===== src/rtl/mac_result_buffer.sv =====
// Result FIFO behind the MAC: tags each result with its mode, optionally saturates it, and drops on overflow.
// Optional feature macro: MAC_RESULT_SAT_EN (saturate to signed OUT_W instead of wrapping).
module mac_result_buffer #(
  parameter int unsigned IN_W  = 25,
  parameter int unsigned OUT_W = 16,
  parameter int unsigned DEPTH = 4
) (
  input  logic                           clk,
  input  logic                           reset,
  input  logic                           valid_output,
  input  logic signed [IN_W-1:0]         final_output,
  input  logic                           mode,
  input  logic                           clr_err,
  output logic                           out_valid,
  input  logic                           out_ready,
  output logic signed [OUT_W-1:0]        out_data,
  output logic                           out_mode,
  output logic                           out_sat,
  output logic [$clog2(DEPTH+1)-1:0]     count,
  output logic                           overflow_err,
  output logic [7:0]                     drop_cnt
);

  localparam int unsigned PTR_W = $clog2(DEPTH);
  localparam int unsigned CNT_W = $clog2(DEPTH+1);
  localparam int unsigned ENT_W = OUT_W + 2;

  logic [ENT_W-1:0] r_mem [DEPTH];
  logic [PTR_W-1:0] r_rd_ptr;
  logic [PTR_W-1:0] r_wr_ptr;
  logic [CNT_W-1:0] r_count;
  logic             r_out_valid;
  logic             r_overflow_err;
  logic [7:0]       r_drop_cnt;

  logic             w_push;
  logic             w_pop;
  logic             w_full;
  logic             w_wr;
  logic             w_drop;
  logic [CNT_W-1:0] w_count_nxt;
  logic [OUT_W-1:0] w_data;
  logic             w_sat;
  logic [ENT_W-1:0] w_head;

  // Entry payload is formed at write time so the head never changes while stalled.
`ifdef MAC_RESULT_SAT_EN
  localparam logic signed [IN_W-1:0] L_MAX = IN_W'((64'sd1 <<< (OUT_W-1)) - 64'sd1);
  localparam logic signed [IN_W-1:0] L_MIN = ~L_MAX;

  always_comb begin
    w_data = final_output[OUT_W-1:0];
    w_sat  = 1'b0;
    if (final_output > L_MAX) begin
      w_data = L_MAX[OUT_W-1:0];
      w_sat  = 1'b1;
    end else if (final_output < L_MIN) begin
      w_data = L_MIN[OUT_W-1:0];
      w_sat  = 1'b1;
    end
  end
`else
  logic w_unused_bits;
  assign w_unused_bits = ^final_output;
  assign w_data        = final_output[OUT_W-1:0];
  assign w_sat         = 1'b0;
`endif

  assign w_push = valid_output;
  assign w_pop  = r_out_valid & out_ready;
  assign w_full = (r_count == CNT_W'(DEPTH));
  // A pop in the same cycle frees a slot, so a full FIFO still accepts the push.
  assign w_wr   = w_push & (~w_full | w_pop);
  assign w_drop = w_push & w_full & ~w_pop;

  always_comb begin
    w_count_nxt = r_count;
    if (w_wr && !w_pop) begin
      w_count_nxt = r_count + CNT_W'(1);
    end else if (!w_wr && w_pop) begin
      w_count_nxt = r_count - CNT_W'(1);
    end
  end

  // Control state: pointers, occupancy and error reporting.
  always_ff @(posedge clk) begin
    if (reset) begin
      r_rd_ptr       <= '0;
      r_wr_ptr       <= '0;
      r_count        <= '0;
      r_out_valid    <= 1'b0;
      r_overflow_err <= 1'b0;
      r_drop_cnt     <= '0;
    end else begin
      if (w_wr) r_wr_ptr <= r_wr_ptr + PTR_W'(1);
      if (w_pop) r_rd_ptr <= r_rd_ptr + PTR_W'(1);
      r_count     <= w_count_nxt;
      r_out_valid <= (w_count_nxt != '0);
      if (clr_err) begin
        r_overflow_err <= 1'b0;
        r_drop_cnt     <= '0;
      end else if (w_drop) begin
        r_overflow_err <= 1'b1;
        if (r_drop_cnt != 8'hFF) r_drop_cnt <= r_drop_cnt + 8'd1;
      end
    end
  end

  // Storage is intentionally not cleared by reset.
  always_ff @(posedge clk) begin
    if (!reset && w_wr) r_mem[r_wr_ptr] <= {mode, w_sat, w_data};
  end

  assign w_head       = r_mem[r_rd_ptr];
  assign out_data     = w_head[OUT_W-1:0];
  assign out_sat      = w_head[OUT_W];
  assign out_mode     = w_head[ENT_W-1];
  assign out_valid    = r_out_valid;
  assign count        = r_count;
  assign overflow_err = r_overflow_err;
  assign drop_cnt     = r_drop_cnt;

endmodule

===== config.mk =====
export PLATFORM = sky130hd
export DESIGN_NAME = mac_result_buffer
export DESIGN_NICKNAME = d
export VERILOG_FILES = /design/src/rtl/mac_result_buffer.sv
export SDC_FILE = /design/constraint.sdc
export NUM_CORES = 1
export LEC_CHECK = 0
export ABC_CLOCK_PERIOD_IN_PS = 5390
export CORE_UTILIZATION = 25
export CTS_CLUSTER_DIAMETER = 200
export DETAILED_ROUTE_END_ITERATION = 12
export PLACE_DENSITY_LB_ADDON = 0.25
export SLEW_MARGIN = 20
export SYNTH_ARGS = -nofsm -noshare
export SYNTH_HDL_FRONTEND = slang
export SYNTH_SLANG_ARGS = --single-unit

===== constraint.sdc =====
create_clock -name clk -period 5.39 [get_ports clk]
set_input_delay 1.078 -clock clk [delete_from_list [all_inputs] [get_ports clk]]
set_output_delay 1.078 -clock clk [all_outputs]
set_load 0.005 [all_outputs]

==> results of run 1 <==
cell type report:
| type | instances | area [sq um] | area share |
|---|---|---|---|
| flip-flops and latches | 87 | 2420 | 0.549 |
| repair buffers | 52 | 518 | 0.117 |
| multi-input cells | 93 | 926 | 0.210 |
| clock buffers | 10 | 229 | 0.0519 |
| well taps | 176 | 220 | 0.0499 |
| clock inverters | 6 | 68.8 | 0.0156 |
| diodes | 1 | 2.50 | 0.000568 |
| inverters | 6 | 22.5 | 0.00511 |
stage by stage:
| step | instance area, sq um | power (mW) | hold WS [ns] |
|---|---|---|---|
| 5_1_grt | 4410 | 1.73 | 0.516 |
| 3_5_place_dp | 4110 | 1.06 | 0.461 |
| 2_1_floorplan | 3400 | 0.933 | 0.462 |
| 4_1_cts | 4410 | 1.68 | 0.482 |
| 6_report | 4410 | 1.65 | 0.477 |
| 3_3_place_gp | 4110 | 1.06 | 0.467 |
placed cells by master, fill, tap and decap left out, drive strengths merged, types with 2 or more instances in the layout:
| master | Yosys | routed |
|---|---|---|
| o21ai | 3 | 3 |
| nor2 | 14 | 14 |
| or4 | 3 | 3 |
| and2 | 7 | 7 |
| ha | 8 | 8 |
| or3 | 2 | 2 |
| nand3 | 2 | 2 |
| mux4 | 17 | 17 |
| clkdlybuf4s50 | 0 | 51 |
| a21oi | 6 | 6 |
| clkinv | 0 | 2 |
| xnor2 | 4 | 4 |
| clkbuf | 3 | 10 |
| mux2i | 2 | 2 |
| o31ai | 3 | 3 |
| inv | 6 | 8 |
| nand2 | 5 | 5 |
| dfxtp | 19 | 19 |
| a211oi | 2 | 2 |
| edfxtp | 68 | 68 |
| nand4 | 2 | 2 |
| xor2 | 2 | 2 |
report_power, final:
group	leakage, nW	internal [mW]	switching, mW	total (mW)
sequential	0.772	0.761	0.0209	0.782
clock	0.143	0.362	0.250	0.612
combinational	0.489	0.150	0.107	0.257
metal layers:
| metal | wire (microns) | up-vias |
|---|---|---|
| met2 | 2910 | 58 |
| met5 | 0 | - |
| met3 | 372 | 8 |
| li1 | - | 862 |
| met1 | 2840 | 906 |
| met4 | 80 | 0 |
cell families after synthesis:
| group | synth area share |
|---|---|
| AND/OR/NAND/NOR | 0.0625 |
| XOR/XNOR | 0.0154 |
| flip-flops | 0.712 |
| multiplexers | 0.118 |
| other | 0.00110 |
| adder cells (fa/ha/maj) | 0.0294 |
| buffers and inverters | 0.0162 |
| AO/OA/AOI/OAI | 0.0452 |
registers in the layout, summed over array words and instances (netlist names), named ones only:
register and flops:
r_mem 68, drop_cnt 8, count 3, r_rd_ptr 2, r_wr_ptr 2, out_valid 1
overflow_err 1
final timing paths:
kind / to / slack [ns] / cells past startpoint
setup / recovery: out_data[15] / 2.15 / 2
hold / removal: overflow_err / 0.48 / 2
setup reg to reg: r_mem[1][1] / 2.98 / 6
hold reg to reg: overflow_err / 0.48 / 2
worst min-delay path: cells and delay by family, from the launching register on:
kind,cells,cell delay [ns]
and+or+nand+nor,2,0.12
DFF,1,0.33
==> impl_metrics.toml, run 1 <==
[worst_setup_path]
cp-end-kind = "primary output"
max_stage_delay_ns = 0.91
startpoint_type = "flop"
cp.arrival_ns = 2.16
path_delay_family = "flip-flops"
worst-path-max-fanout = 17
crit_chain = "mux4_2 -> clkdlybuf4s50_1"
rr_startpoint = "count[0]"
crit_type = "flop to primary output"
critPathBufInv = 1
crit_required_ns = 4.31
worst_path_max_delay_cell = "dfxtp_1"

[clock_tree]
cts_setup_buffers = 0
cts_hold_buf = 0
clk_path_buf_depth = 2
postCtsResizedCells = 0
cts_tree = "yes"
clock_latency_ns = 0.33
cts_made_buffers = 9
cts_max_level = 3
clkSinkCount = 87
cts-root-buf = "clkbuf_16"
clkSlewWorstSetupHoldPaths_ns = 0.06

[place]
post-dp-hpwl_microns = 3930
place_congestion = 0.736
port_buffers = 51
place_ws_ns = 1.88
placed_cells = 414

[route]
drtIter0Drc = 165
drt_first_pass_iters = 4
detail_route.vias_per_cell = 4.26
via_count = 1834
routedWlPerCell_microns = 14.4
drc = 0
wirelength_microns = 6200
antenna_left = 0

[timing]
setup_ws_ns = 2.15
fin_crit_sh = 0.600
finalCriticalPeriod_ns = 3.24
drv_slew = 0
max_freq_mhz = 309
hold_viol_final = 0
grt_setup_unrepaired = "no"
tightestPinTransition_ns = 0.932
tns_ns = 0
setup_viol = 0
skew_ns = 0.00683
relSlewSlack = 0.379

[cells_and_area]
finish.net_count = 288
fin_cells = 431
utilization = 0.333
drive_above_1_share = 0.165
nFillCells = 1308
syn_to_final_growth_pct = 29.6

[hold_path]
hold_path.class = "flop to flop"
min_from = "overflow_err"

[grt]
track_usage = 0.0942
grt_pass1_vias = 1916
use_met1 = 0.116
grt_start_max_net_pins = 18
gr-usage-met2 = 0.148
busiest_layer = "met2"
antenna_found_initial = 0
grt-ovfl-total = 0
grt_pass1_wl_microns = 10000
met3_usage = 0.0381

[floorplanning]
start_util = 0.257
dieArea_sq_mm = 0.0141
die_w_microns = 119
io_pins = 62
row_count = 42
die_h_microns = 119
core-area_sq_mm = 0.0132

[synthesis]
netlist_top_cells_count = "68 x edfxtp_1, 19 x dfxtp_1, 17 x mux4_2"
syn_nets = 232
synthArstFlopShare = 0
yosysMostFrequentCell = "edfxtp_1"
synth_area_sq_mm = 0.00340
synth_cell_types = 36
yosys_warnings = 0
synthCells = 193
synth_edf_count = 68
synth_top_area_frac = 0.600
ys_seq_area_frac = 0.712
synthFlopType = "edfxtp_1"
syn_area_per_cell_sq_um = 17.6
synth_top_area_cell = "edfxtp_1"
synthTopCellsByArea = "edfxtp_1 60%, mux4_2 11%, dfxtp_1 11%"
ys_seq_elements = 87

[pwr]
power_leakage_nw = 1.40
peakVddDrop_v = 0.000182
power_density_mw_per_mm2 = 374

[run]
cap_violations = 0

[outcome]
outcome = "finished clean"
Note: power is estimated with default switching activity, not from simulation.
==> inputs of run 2 (changes only) <==
ABC_CLOCK_PERIOD_IN_PS = 3400   (was 5390)
clock period = 3.4 ns   (was 5.39 ns; I/O delays follow)
==> run 2 against run 1 <==
  * Combinational power is 63% higher
  * Critical path type unchanged
  * Clock skew is 0.0014 ns lower
  * Largest cell class unchanged
  * Critical endpoint unchanged
  * Critical path depth up 1
  * Via count increased by 0.11%
  * Die area unchanged
  * Final cell count rose by 0.93%
  * Sequential cell count is the same
  * Total power rose by 63%
  * Setup slack worse by 1.4 ns
  * Sequential share of layout area down 0.63 points
  * Clock-buffer cell count is 1 higher
==> impl_metrics.toml, run 2 (same netlist as run 1, synthesis figures left out) <==
[worst_setup_path]
max_stage_delay_ns = 0.56
worst-path-max-fanout = 17
startpoint_type = "flop"
cp.arrival_ns = 2.01
r2r_slack_ns = 1.40
crit_chain = "buf_4 -> mux4_2 -> clkdlybuf4s50_1"
crit_required_ns = 2.72
worst_path_max_delay_cell = "mux4_2"
crit_type = "flop to primary output"
cp-end-kind = "primary output"

[cells_and_area]
drive_above_1_share = 0.174
syn_to_final_growth_pct = 31.1
utilization = 0.337
multi_input_area_sq_um = 926
mostFrequentLayoutCell = "edfxtp_1"
regMostFlops = "r_mem"
final_area_sq_mm = 0.00446
nFillCells = 1298
largest_register_ffs = 68
finish.net_count = 293
layout_common_cells = "68 x edfxtp_1, 51 x clkdlybuf4s50_1, 19 x dfxtp_1, 17 x mux4_2, 14 x nor2_1"
fin_cells = 435
diodes = 0
seqCellArea_sq_mm = 0.00242

[floorplanning]
die_w_microns = 119
row_count = 42
core-area_sq_mm = 0.0132
die_h_microns = 119
start_util = 0.257
dieArea_sq_mm = 0.0141
io_pins = 62

[route]
routedWlPerCell_microns = 14.9
drtIter0Drc = 135
wirelength_microns = 6470
detail_route.vias_per_cell = 4.22
drt_first_pass_iters = 4
antenna_left = 0
drc = 0
via_count = 1836

[place]
place_ws_ns = 0.750
placed_cells = 419
place_congestion = 0.756
post-dp-hpwl_microns = 4120
post_dp_cell_area_sq_mm = 0.00415
port_buffers = 51

[grt]
busiest_layer = "met2"
grt_start_max_net_pins = 18
grt_pass1_wl_microns = 10700
track_usage = 0.102
use_met1 = 0.121
antenna_found_initial = 0
gr-usage-met2 = 0.162
met3_usage = 0.0396
grt-ovfl-total = 0
grt_pass1_vias = 2022

[timing]
holdWs_ns = 0.491
fin_crit_sh = 0.790
setup_ws_ns = 0.714
drv_slew = 0
setup_viol = 0
max_freq_mhz = 372
hold_viol_final = 0
grt_setup_unrepaired = "no"
skew_ns = 0.00546
finalCriticalPeriod_ns = 2.69
tns_ns = 0

[clock_tree]
postCtsResizedCells = 0
clkSinkCount = 87
cts_setup_buffers = 0
cts_max_level = 3
cts_hold_buf = 0
cts_made_buffers = 9
clock_latency_ns = 0.33
clkSlewWorstSetupHoldPaths_ns = 0.06
clk_path_buf_depth = 2
cts_tree = "yes"
cts-root-buf = "clkbuf_16"

[run]
cap_violations = 0

[pwr]
power_density_mw_per_mm2 = 602
peakVddDrop_v = 0.000259
power_leakage_nw = 1.44
fin_total_pwr_mw = 2.68

[outcome]
outcome = "finished clean"

[hold_path]
hold_path.class = "flop to flop"
run 2: worst max-delay path, delay by kind of cell, from the launching register on:
| family | cells | cell delay [ns] |
|---|---|---|
| multiplexers | 1 | 0.56 |
| buffers and inverters | 2 | 0.81 |
| flip-flops | 1 | 0.30 |
run 2: path summary, 6_finish.rpt:
| check | startpoint | end | depth (start not counted) |
|---|---|---|---|
| setup / recovery | flop | out_data[15] | 3 |
| hold reg to reg | overflow_err | overflow_err | 2 |
| hold / removal | overflow_err | overflow_err | 2 |
| setup reg to reg | count[0] | r_mem[0][9] | 7 |
run 2: power breakdown:
group	internal (mW)	switching [mW]	total [mW]	leakage [nW]
clock network	0.645	0.385	1.03	0.152
registers	1.21	0.0270	1.23	0.772
logic	0.242	0.178	0.419	0.516
run 2: cell type report:
class,count,area share
clock inverters,5,0.0182
flip-flops and latches,87,0.543
well taps,176,0.0494
repair buffers,57,0.125
inverters,6,0.00505
clock buffers,11,0.0522
multi-input cells,93,0.208
run 2: routing by layer:
| metal | wire, microns | share of wire |
|---|---|---|
| met3 | 374 | 0.058 |
| met1 | 2920 | 0.45 |
| met2 | 3050 | 0.47 |
| met4 | 120 | 0.019 |
| met5 | 0 | 0 |
==> inputs of run 3 (changes only) <==
ABC_CLOCK_PERIOD_IN_PS = 2500   (was 3400)
clock period = 2.5 ns   (was 3.4 ns; I/O delays follow)
==> run 3 against run 2 <==
  * Final area increased by 1.5%
  * Sequential power increased by 37%
  * Critical path type unchanged
  * Total power increased by 34%
  * Setup slack got worse by 0.60 ns
  * Worst hold slack got worse by 0.0084 ns
  * Die area unchanged
  * Via count increased by 0.54%
  * First-iteration DRC count increased by 12%
  * Clock power increased by 28%
  * Routed wire length decreased by 2.3%
==> impl_metrics.toml, run 3 (same netlist as run 1, synthesis figures left out) <==
[timing]
tns_ns = 0
holdWs_ns = 0.483
finalCriticalPeriod_ns = 2.39
fin_crit_sh = 0.955
skew_ns = 0.00813
grt_setup_unrepaired = "no"
setup_viol = 0
drv_slew = 0
max_freq_mhz = 419
hold_viol_final = 0
setup_ws_ns = 0.112

[grt]
grt-ovfl-total = 0
grt_start_max_net_pins = 18
grt_pass1_wl_microns = 10700
track_usage = 0.101
grt_pass1_vias = 2028
antenna_found_initial = 0

[cells_and_area]
syn_to_final_growth_pct = 33.1
finish.net_count = 296
nFillCells = 1298
drive_above_1_share = 0.191
mostFrequentLayoutCell = "edfxtp_1"
fin_cells = 438
multi_input_area_sq_um = 926
diodes = 0
regMostFlops = "r_mem"
layout_common_cells = "68 x edfxtp_1, 51 x clkdlybuf4s50_1, 19 x dfxtp_1, 17 x mux4_2, 14 x nor2_1"
seqCellArea_sq_mm = 0.00242
largest_register_ffs = 68

[place]
post-dp-hpwl_microns = 4060
place_congestion = 0.736
placed_cells = 422
port_buffers = 51
place_ws_ns = 0.184

[worst_setup_path]
cp-end-kind = "primary output"
cp.arrival_ns = 1.89
worst-path-max-fanout = 17
max_stage_delay_ns = 0.51
startpoint_type = "flop"
crit_required_ns = 2.00
crit_chain = "buf_12 -> mux4_2 -> clkdlybuf4s50_1"
path_delay_family = "buffers and inverters"
critPathBufInv = 2
crit_type = "flop to primary output"
worst_path_max_delay_cell = "mux4_2"

[route]
wirelength_microns = 6320
via_count = 1846
detail_route.vias_per_cell = 4.21
drtIter0Drc = 151
drt_first_pass_iters = 5
routedWlPerCell_microns = 14.4
antenna_left = 0
drc = 0

[floorplanning]
start_util = 0.257
die_h_microns = 119
dieArea_sq_mm = 0.0141
io_pins = 62
row_count = 42
die_w_microns = 119
core-area_sq_mm = 0.0132

[clock_tree]
cts_max_level = 3
cts_setup_buffers = 0
cts-root-buf = "clkbuf_16"
cts_made_buffers = 9
clk_path_buf_depth = 2
cts_hold_buf = 0
clkSinkCount = 87
clock_latency_ns = 0.33
postCtsResizedCells = 0
clkSlewWorstSetupHoldPaths_ns = 0.06
cts_tree = "yes"

[run]
cap_violations = 0

[pwr]
peakVddDrop_v = 0.000314
power_leakage_nw = 1.46
power_density_mw_per_mm2 = 793
fin_total_pwr_mw = 3.59

[outcome]
outcome = "finished clean"

[hold_path]
hold_path.class = "flop to flop"
[run 3: cell count changes in the layout (fill, tap and decap cells not counted)]
cell | previous run | this run
clkinvlp_4 | 0 | 2
bufinv_16 | 2 | 1
clkinv_2 | 0 | 1
clkinv_1 | 1 | 0
inv_6 | 1 | 2
buf_12 | 0 | 5
clkinv_4 | 1 | 0
clkbuf_1 | 2 | 1
buf_4 | 6 | 4
[run 3: final cells by class]
type                    count  share of cell area
flip-flops and latches     87               0.535
multi-input cells          93               0.204
repair buffers             60               0.141
clock buffers              10              0.0506
well taps                 176              0.0486
clock inverters             6              0.0149
inverters                   6             0.00497
[run 3: per-layer routing]
metal / GRT usage / part of all wire / up-vias
met3: 0.0396 / 0.060 / 11
met1: 0.125 / 0.45 / 906
met2: 0.160 / 0.48 / 49
met5: 0 / 0 / -
li1: - / - / 880
met4: 0.0380 / 0.014 / 0
[run 3: where the power goes]
part	switching (mW)	total, mW	internal [mW]	leakage [nW]
logic	0.243	0.595	0.351	0.545
clock network	0.538	1.32	0.779	0.139
registers	0.0395	1.68	1.64	0.772
total	0.820	3.59	2.77	1.46
[run 3: path summary, 6_finish.rpt]
kind | startpoint | end | slack (ns) | depth (start not counted)
worst min-delay path | overflow_err | overflow_err | 0.48 | 2
worst max-delay path | flop | out_data[15] | 0.11 | 3
worst max register to register | count[0] | r_mem[0][1] | 0.68 | 7
worst min register to register | overflow_err | overflow_err | 0.48 | 2
[run 3: worst register-to-register path: stages (launching register included)]
cell	delay, ns
dfxtp_1	0.35
inv_1	0.09
ha_1	0.22
nand2_1	0.14
o21ai_0	0.12
nor2_1	0.22
and2_1	0.21
buf_12	0.18
[run 3: stage by stage]
step / area, sq um / utilization
floorplan: 3400 / -
global placement: 4230 / 0.320
detailed placement: 4230 / 0.320
CTS: 4530 / 0.342
global route: 4530 / 0.342
finish: 4530 / 0.342
